### src/rtl/boot_loader.sv
// Boot loader: parses a framed byte-stream image into 32-bit memory writes,
// verifies an XOR checksum, then releases the memory port to the CPU.
module boot_loader #(
    parameter logic [7:0] SYNC_BYTE     = 8'h5A,
    parameter bit         LOAD_ON_RESET = 1'b1
) (
    input  logic         clock,
    input  logic         reset,
    input  logic [7:0]   in_data,
    input  logic         in_valid,
    output logic         in_ready,
    input  logic [15:31] cpu_address,
    input  logic [0:3]   cpu_write_en,
    input  logic [0:31]  cpu_data_in,
    output logic [15:31] mem_address,
    output logic [0:3]   mem_write_en,
    output logic [0:31]  mem_data_in,
    output logic         cpu_active,
    output logic         done,
    output logic         error
);

    typedef enum logic [3:0] {
        SYNC, ADDR2, ADDR1, ADDR0, CNT1, CNT0, DATA, WRITE, CSUM, RUN, ERROR
    } state_t;

    state_t         state_q, state_d;
    logic [15:31]   addr_q, addr_d;
    logic [15:0]    cnt_q, cnt_d;
    logic [0:31]    asm_q, asm_d;
    logic [1:0]     idx_q, idx_d;
    logic [7:0]     csum_q, csum_d;
    logic           done_q, done_d;
    logic           active_q, active_d;
    logic           error_q, error_d;
    logic           xfer;

    assign xfer       = in_valid && in_ready;
    assign done       = done_q;
    assign cpu_active = active_q;
    assign error      = error_q;

    always_ff @(posedge clock or posedge reset) begin
        if (reset) begin
            state_q  <= LOAD_ON_RESET ? SYNC : RUN;
            addr_q   <= '0;
            cnt_q    <= '0;
            asm_q    <= '0;
            idx_q    <= '0;
            csum_q   <= '0;
            done_q   <= LOAD_ON_RESET ? 1'b0 : 1'b1;
            active_q <= LOAD_ON_RESET ? 1'b0 : 1'b1;
            error_q  <= 1'b0;
        end else begin
            state_q  <= state_d;
            addr_q   <= addr_d;
            cnt_q    <= cnt_d;
            asm_q    <= asm_d;
            idx_q    <= idx_d;
            csum_q   <= csum_d;
            done_q   <= done_d;
            active_q <= active_d;
            error_q  <= error_d;
        end
    end

    always_comb begin
        state_d      = state_q;
        addr_d       = addr_q;
        cnt_d        = cnt_q;
        asm_d        = asm_q;
        idx_d        = idx_q;
        csum_d       = csum_q;
        done_d       = done_q;
        active_d     = active_q;
        error_d      = error_q;
        in_ready     = 1'b1;
        mem_address  = '0;
        mem_write_en = '0;
        mem_data_in  = '0;

        case (state_q)
            SYNC: begin
                if (xfer && in_data == SYNC_BYTE) begin
                    csum_d  = '0;
                    state_d = ADDR2;
                end
            end
            ADDR2: begin
                if (xfer) begin
                    addr_d[15] = in_data[0];
                    state_d    = ADDR1;
                end
            end
            ADDR1: begin
                if (xfer) begin
                    addr_d[16:23] = in_data;
                    state_d       = ADDR0;
                end
            end
            ADDR0: begin
                if (xfer) begin
                    addr_d[24:31] = in_data;
                    state_d       = CNT1;
                end
            end
            CNT1: begin
                if (xfer) begin
                    cnt_d[15:8] = in_data;
                    state_d     = CNT0;
                end
            end
            CNT0: begin
                if (xfer) begin
                    cnt_d[7:0] = in_data;
                    idx_d      = '0;
                    state_d    = ({cnt_q[15:8], in_data} == 16'd0) ? CSUM : DATA;
                end
            end
            // First byte of a word ends up in bits 0:7 after four shifts.
            DATA: begin
                if (xfer) begin
                    asm_d  = {asm_q[8:31], in_data};
                    csum_d = csum_q ^ in_data;
                    if (idx_q == 2'd3) begin
                        idx_d   = '0;
                        state_d = WRITE;
                    end else begin
                        idx_d = idx_q + 2'd1;
                    end
                end
            end
            WRITE: begin
                in_ready     = 1'b0;
                mem_address  = addr_q;
                mem_write_en = 4'hF;
                mem_data_in  = asm_q;
                addr_d       = addr_q + 17'd1;
                cnt_d        = cnt_q - 16'd1;
                state_d      = (cnt_q == 16'd1) ? CSUM : DATA;
            end
            CSUM: begin
                if (xfer) begin
                    if (in_data == csum_q) begin
                        done_d   = 1'b1;
                        active_d = 1'b1;
                        state_d  = RUN;
                    end else begin
                        error_d = 1'b1;
                        state_d = ERROR;
                    end
                end
            end
            ERROR: begin
                if (xfer && in_data == SYNC_BYTE) begin
                    error_d = 1'b0;
                    csum_d  = '0;
                    state_d = ADDR2;
                end
            end
            RUN: begin
                in_ready     = 1'b0;
                mem_address  = cpu_address;
                mem_write_en = cpu_write_en;
                mem_data_in  = cpu_data_in;
            end
            default: state_d = SYNC;
        endcase
    end

endmodule

### config.mk
export PLATFORM = sky130hd
export DESIGN_NAME = boot_loader
export DESIGN_NICKNAME = d
export VERILOG_FILES = /design/src/rtl/boot_loader.sv
export SDC_FILE = /design/constraint.sdc
export NUM_CORES = 1
export LEC_CHECK = 0
export BUFFER_PORTS_ARGS = -buffer_cell sky130_fd_sc_hd__buf_2
export CORE_MARGIN = 2
export CORE_UTILIZATION = 45
export CTS_BUF_LIST = sky130_fd_sc_hd__clkbuf_8
export DETAILED_ROUTE_END_ITERATION = 6
export GPL_TIMING_DRIVEN = 0
export PLACE_DENSITY = 0.8
export SLEW_MARGIN = 20
export SYNTH_ARGS = -nofsm -noshare
export SYNTH_HDL_FRONTEND = slang
export SYNTH_SLANG_ARGS = --single-unit
### constraint.sdc
create_clock -name clock -period 4.7 [get_ports clock]
set_clock_uncertainty 0.05 [all_clocks]
set_input_delay 0.94 -clock clock [delete_from_list [all_inputs] [get_ports clock]]
set_output_delay 0.94 -clock clock [all_outputs]
set_load 0.02 [all_outputs]
==> run_results.csv <==
group,metric,value,unit
worst_setup_path,crit_slowest_cell,"clkbuf_1",
synthesis,synth_cell_types,62,
grt,overflow,0,
run_status,status,"completed",
sta,worst_slew_pin_slew,947,ps
finish,post-route-util,0.555,
worst_setup_path,r2r_start,"state_q[3]$_DFFE_PP0P_",
worst_setup_path,cp_cell_sequence,"buf_2, nor2b_1, nor2b_1, clkbuf_1, clkbuf_1, a22o_1, buf_2",
grt,grt_antenna_before_repair,0,
synthesis,synth.avg_cell_area,8.25,um^2
detailed_routing,drc,0,
power_and_ir_drop,powerDensity,566,mW/mm^2
finish,stdcell_count,849,
detailed_routing,drt-total-wl,15100,um
cts,htreeDepth,3,
cts,cts_buffers,9,
sta,timing.hold.ws,450,ps
worst_setup_path,cp_data_arrival_time,2750,ps
worst_setup_path,critical_path_class,"reg -> out",
floorplanning,initial_core_util,0.465,
worst_setup_path,worstReg2RegEnd,"addr_q[16]$_DFFE_PP0P_",
placed_design,port_buffers,112,
floorplanning,chipHeight,107,um
worst_hold_path,hp-class,"reg -> reg",
worst_setup_path,path_buf_inv,4,
worst_setup_path,cp.depth,7,
floorplanning,dieWidth,107,um
worst_hold_path,hold_depth,2,
finish,final_cell_mix,"nand2_1 (146), buf_2 (124), dfrtp_1 (81)",
cts,holdBufCountCts,0,
sta,grt_setup_unrepaired,"false",
cts,cts_tree,"done",
sta,slew_violations,0,
cts,insertion_delay,380,ps
synthesis,async_reset_ff_frac,1.00,
grt,grt_pass1_vias,4915,
synthesis,syn_nets,652,
sta,fin_crit,3740,ps
cts,post-cts-setup-buffers,0,
detailed_routing,dr.first_iter.drc_count,506,
detailed_routing,firstDrtPassIters,5,
synthesis,synth-warning-count,0,
power_and_ir_drop,vdd_drop_max,0.311,mV
placed_design,hpwl,11000,um
detailed_routing,vias_per_cell,6.01,
floorplanning,rows,37,
cts,path_clk_slew,90,ps
worst_setup_path,reg2reg_slack,2130,ps
detailed_routing,ant_nets,0,
synthesis,yosys.area.top_type,"dfrtp_1",
grt,grt_max_degree,50,
finish,n_antenna_cell,0,
worst_setup_path,critPathMaxFanout,10,
power_and_ir_drop,power_leakage,2.79,nW
placed_design,placed_cells,833,
synthesis,synth_area_leaders,"dfrtp_1 (42%), nand2_1 (11%), a22o_1 (8.4%)",
worst_setup_path,crit_path_end,"mem_data_in[10]",
synthesis,netlist.area_leader.share,0.421,
detailed_routing,vias,5099,
floorplanning,core,0.0104,mm^2
finish,drive_gt1_frac,0.230,
floorplanning,fp.dieArea,0.0116,mm^2
grt,grt_pass1_wl,24300,um
synthesis,synth-main-ff-cell,"dfrtp_1",
sta,slew_headroom,0.364,
worst_setup_path,crit_path_max_incr_delay,530,ps
synthesis,ys_seq_area_frac,0.421,
worst_setup_path,critical_path_required,3710,ps
synthesis,synth_edf_count,0,
floorplanning,io_pins,121,
sta,fin_crit_sh,0.796,
worst_setup_path,end_kind,"output pin",
cts,clockBufferDepth,2,
cts,cts_resized,0,
synthesis,syn-cell-area,0.00482,mm^2
finish,nFillCells,1002,
cts,cts.sinks,81,
grt,track_usage,0.269,
sta,setup_viol,0,
worst_setup_path,r2r_cells,6,
synthesis,synth-seq-cells,81,
worst_setup_path,crit_family,"buffers and inverters",
flow_run,drv_cap,0,
sta,timing.fmax,0.267,GHz
finish,area_growth,19.5,%
detailed_routing,wl_per_cell,17.8,um
cts,clock-root-buffer,"clkbuf_8",
finish,layout.nets,776,
worst_setup_path,startpoint_type,"register",
sta,hold_viol,0,
worst_setup_path,cp-startpoint,"state_q[0]$_DFFE_PP0P_",
sta,final.setup.tns,0,ps
finish,final_common_cell,"nand2_1",
placed_design,gp_congestion,0.899,
synthesis,synthCells,584,
-- sequential cells by signal (all words and copies together), names as in the netlist --
signal / cells
error: 1
asm_q: 32
state_q: 4
cpu_active: 1
csum_q: 8
addr_q: 17
idx_q: 2
cnt_q: 16
-- area by class of cell --
| type | count | area (um^2) | share of cell area |
|---|---|---|---|
| Buffer | 47 | 210 | 0.0365 |
| Clock buffer | 9 | 124 | 0.0215 |
| Clock inverter | 7 | 53.8 | 0.00935 |
| Inverter | 8 | 32.5 | 0.00565 |
| Multi-Input combinational cell | 448 | 2550 | 0.443 |
| Sequential cell | 81 | 2030 | 0.352 |
| Tap cell | 136 | 170 | 0.0296 |
| Timing Repair Buffer | 113 | 588 | 0.102 |
-- worst min-delay path by stage --
stage                    startpoint                   end
3_3_place_gp   asm_q[6]$_DFFE_PP0P_  asm_q[6]$_DFFE_PP0P_
4_1_cts        asm_q[7]$_DFFE_PP0P_  asm_q[7]$_DFFE_PP0P_
3_5_place_dp   asm_q[7]$_DFFE_PP0P_  asm_q[7]$_DFFE_PP0P_
6_report       asm_q[7]$_DFFE_PP0P_  asm_q[7]$_DFFE_PP0P_
5_1_grt        asm_q[2]$_DFFE_PP0P_  asm_q[2]$_DFFE_PP0P_
2_1_floorplan  asm_q[0]$_DFFE_PP0P_  asm_q[0]$_DFFE_PP0P_
-- through the flow --
step	total power, mW	instance area (um^2)	worst slack, ps
5_1_grt	3.50	5760	802
4_1_cts	3.23	5760	1020
6_report	3.26	5760	957
2_1_floorplan	2.29	4820	1630
3_3_place_gp	2.68	5550	691
3_5_place_dp	2.75	5580	1440
-- cells in the mapped netlist, types with 3 or more instances --
master    count
nand2_1     146
dfrtp_1      81
a22o_1       46
nor2_1       43
o21ai_0      32
clkbuf_1     29
a21oi_1      28
nand3_1      23
buf_2        12
xor2_1       11
nor3_1       10
a31oi_1       9
inv_1         8
nor4_1        7
nand4_1       6
nand2b_1      5
o22ai_1       5
and3_1        4
ha_1          4
nor2b_1       4
o211ai_1      4
a211oi_1      3
a221o_1       3
buf_4         3
o221a_2       3
o22a_1        3
o311ai_0      3
or3_1         3
-- worst min-delay path, stage by stage (launching register included) --
cell and delay, ps:
dfrtp_1 350, nand2_1 60, nand2_1 60
-- report_power, final --
| group | switching (mW) | internal (mW) | leakage (nW) |
|---|---|---|---|
| logic | 0.923 | 0.571 | 1.73 |
| registers | 0.297 | 0.982 | 0.983 |
| clock network | 0.289 | 0.195 | 0.0822 |
| total | 1.51 | 1.75 | 2.79 |
-- per-layer routing --
layer	part of all wire	wire, um	vias up	GRT usage
li1	-	-	2332	-
met1	0.41	6150	2479	0.353
met2	0.48	7310	247	0.436
met3	0.085	1280	41	0.0684
met4	0.024	361	0	0.0852
met5	0	0	-	0
-- kinds of logic after synthesis --
family | after synthesis | synth area share
buffers and inverters | 55 | 0.0499
flip-flops | 81 | 0.421
multiplexers | 1 | 0.00234
adder cells (fa/ha/maj) | 4 | 0.0104
AO/OA/AOI/OAI | 160 | 0.237
AND/OR/NAND/NOR | 271 | 0.258
XOR/XNOR | 12 | 0.0218
(Power assumes the default switching activity.)
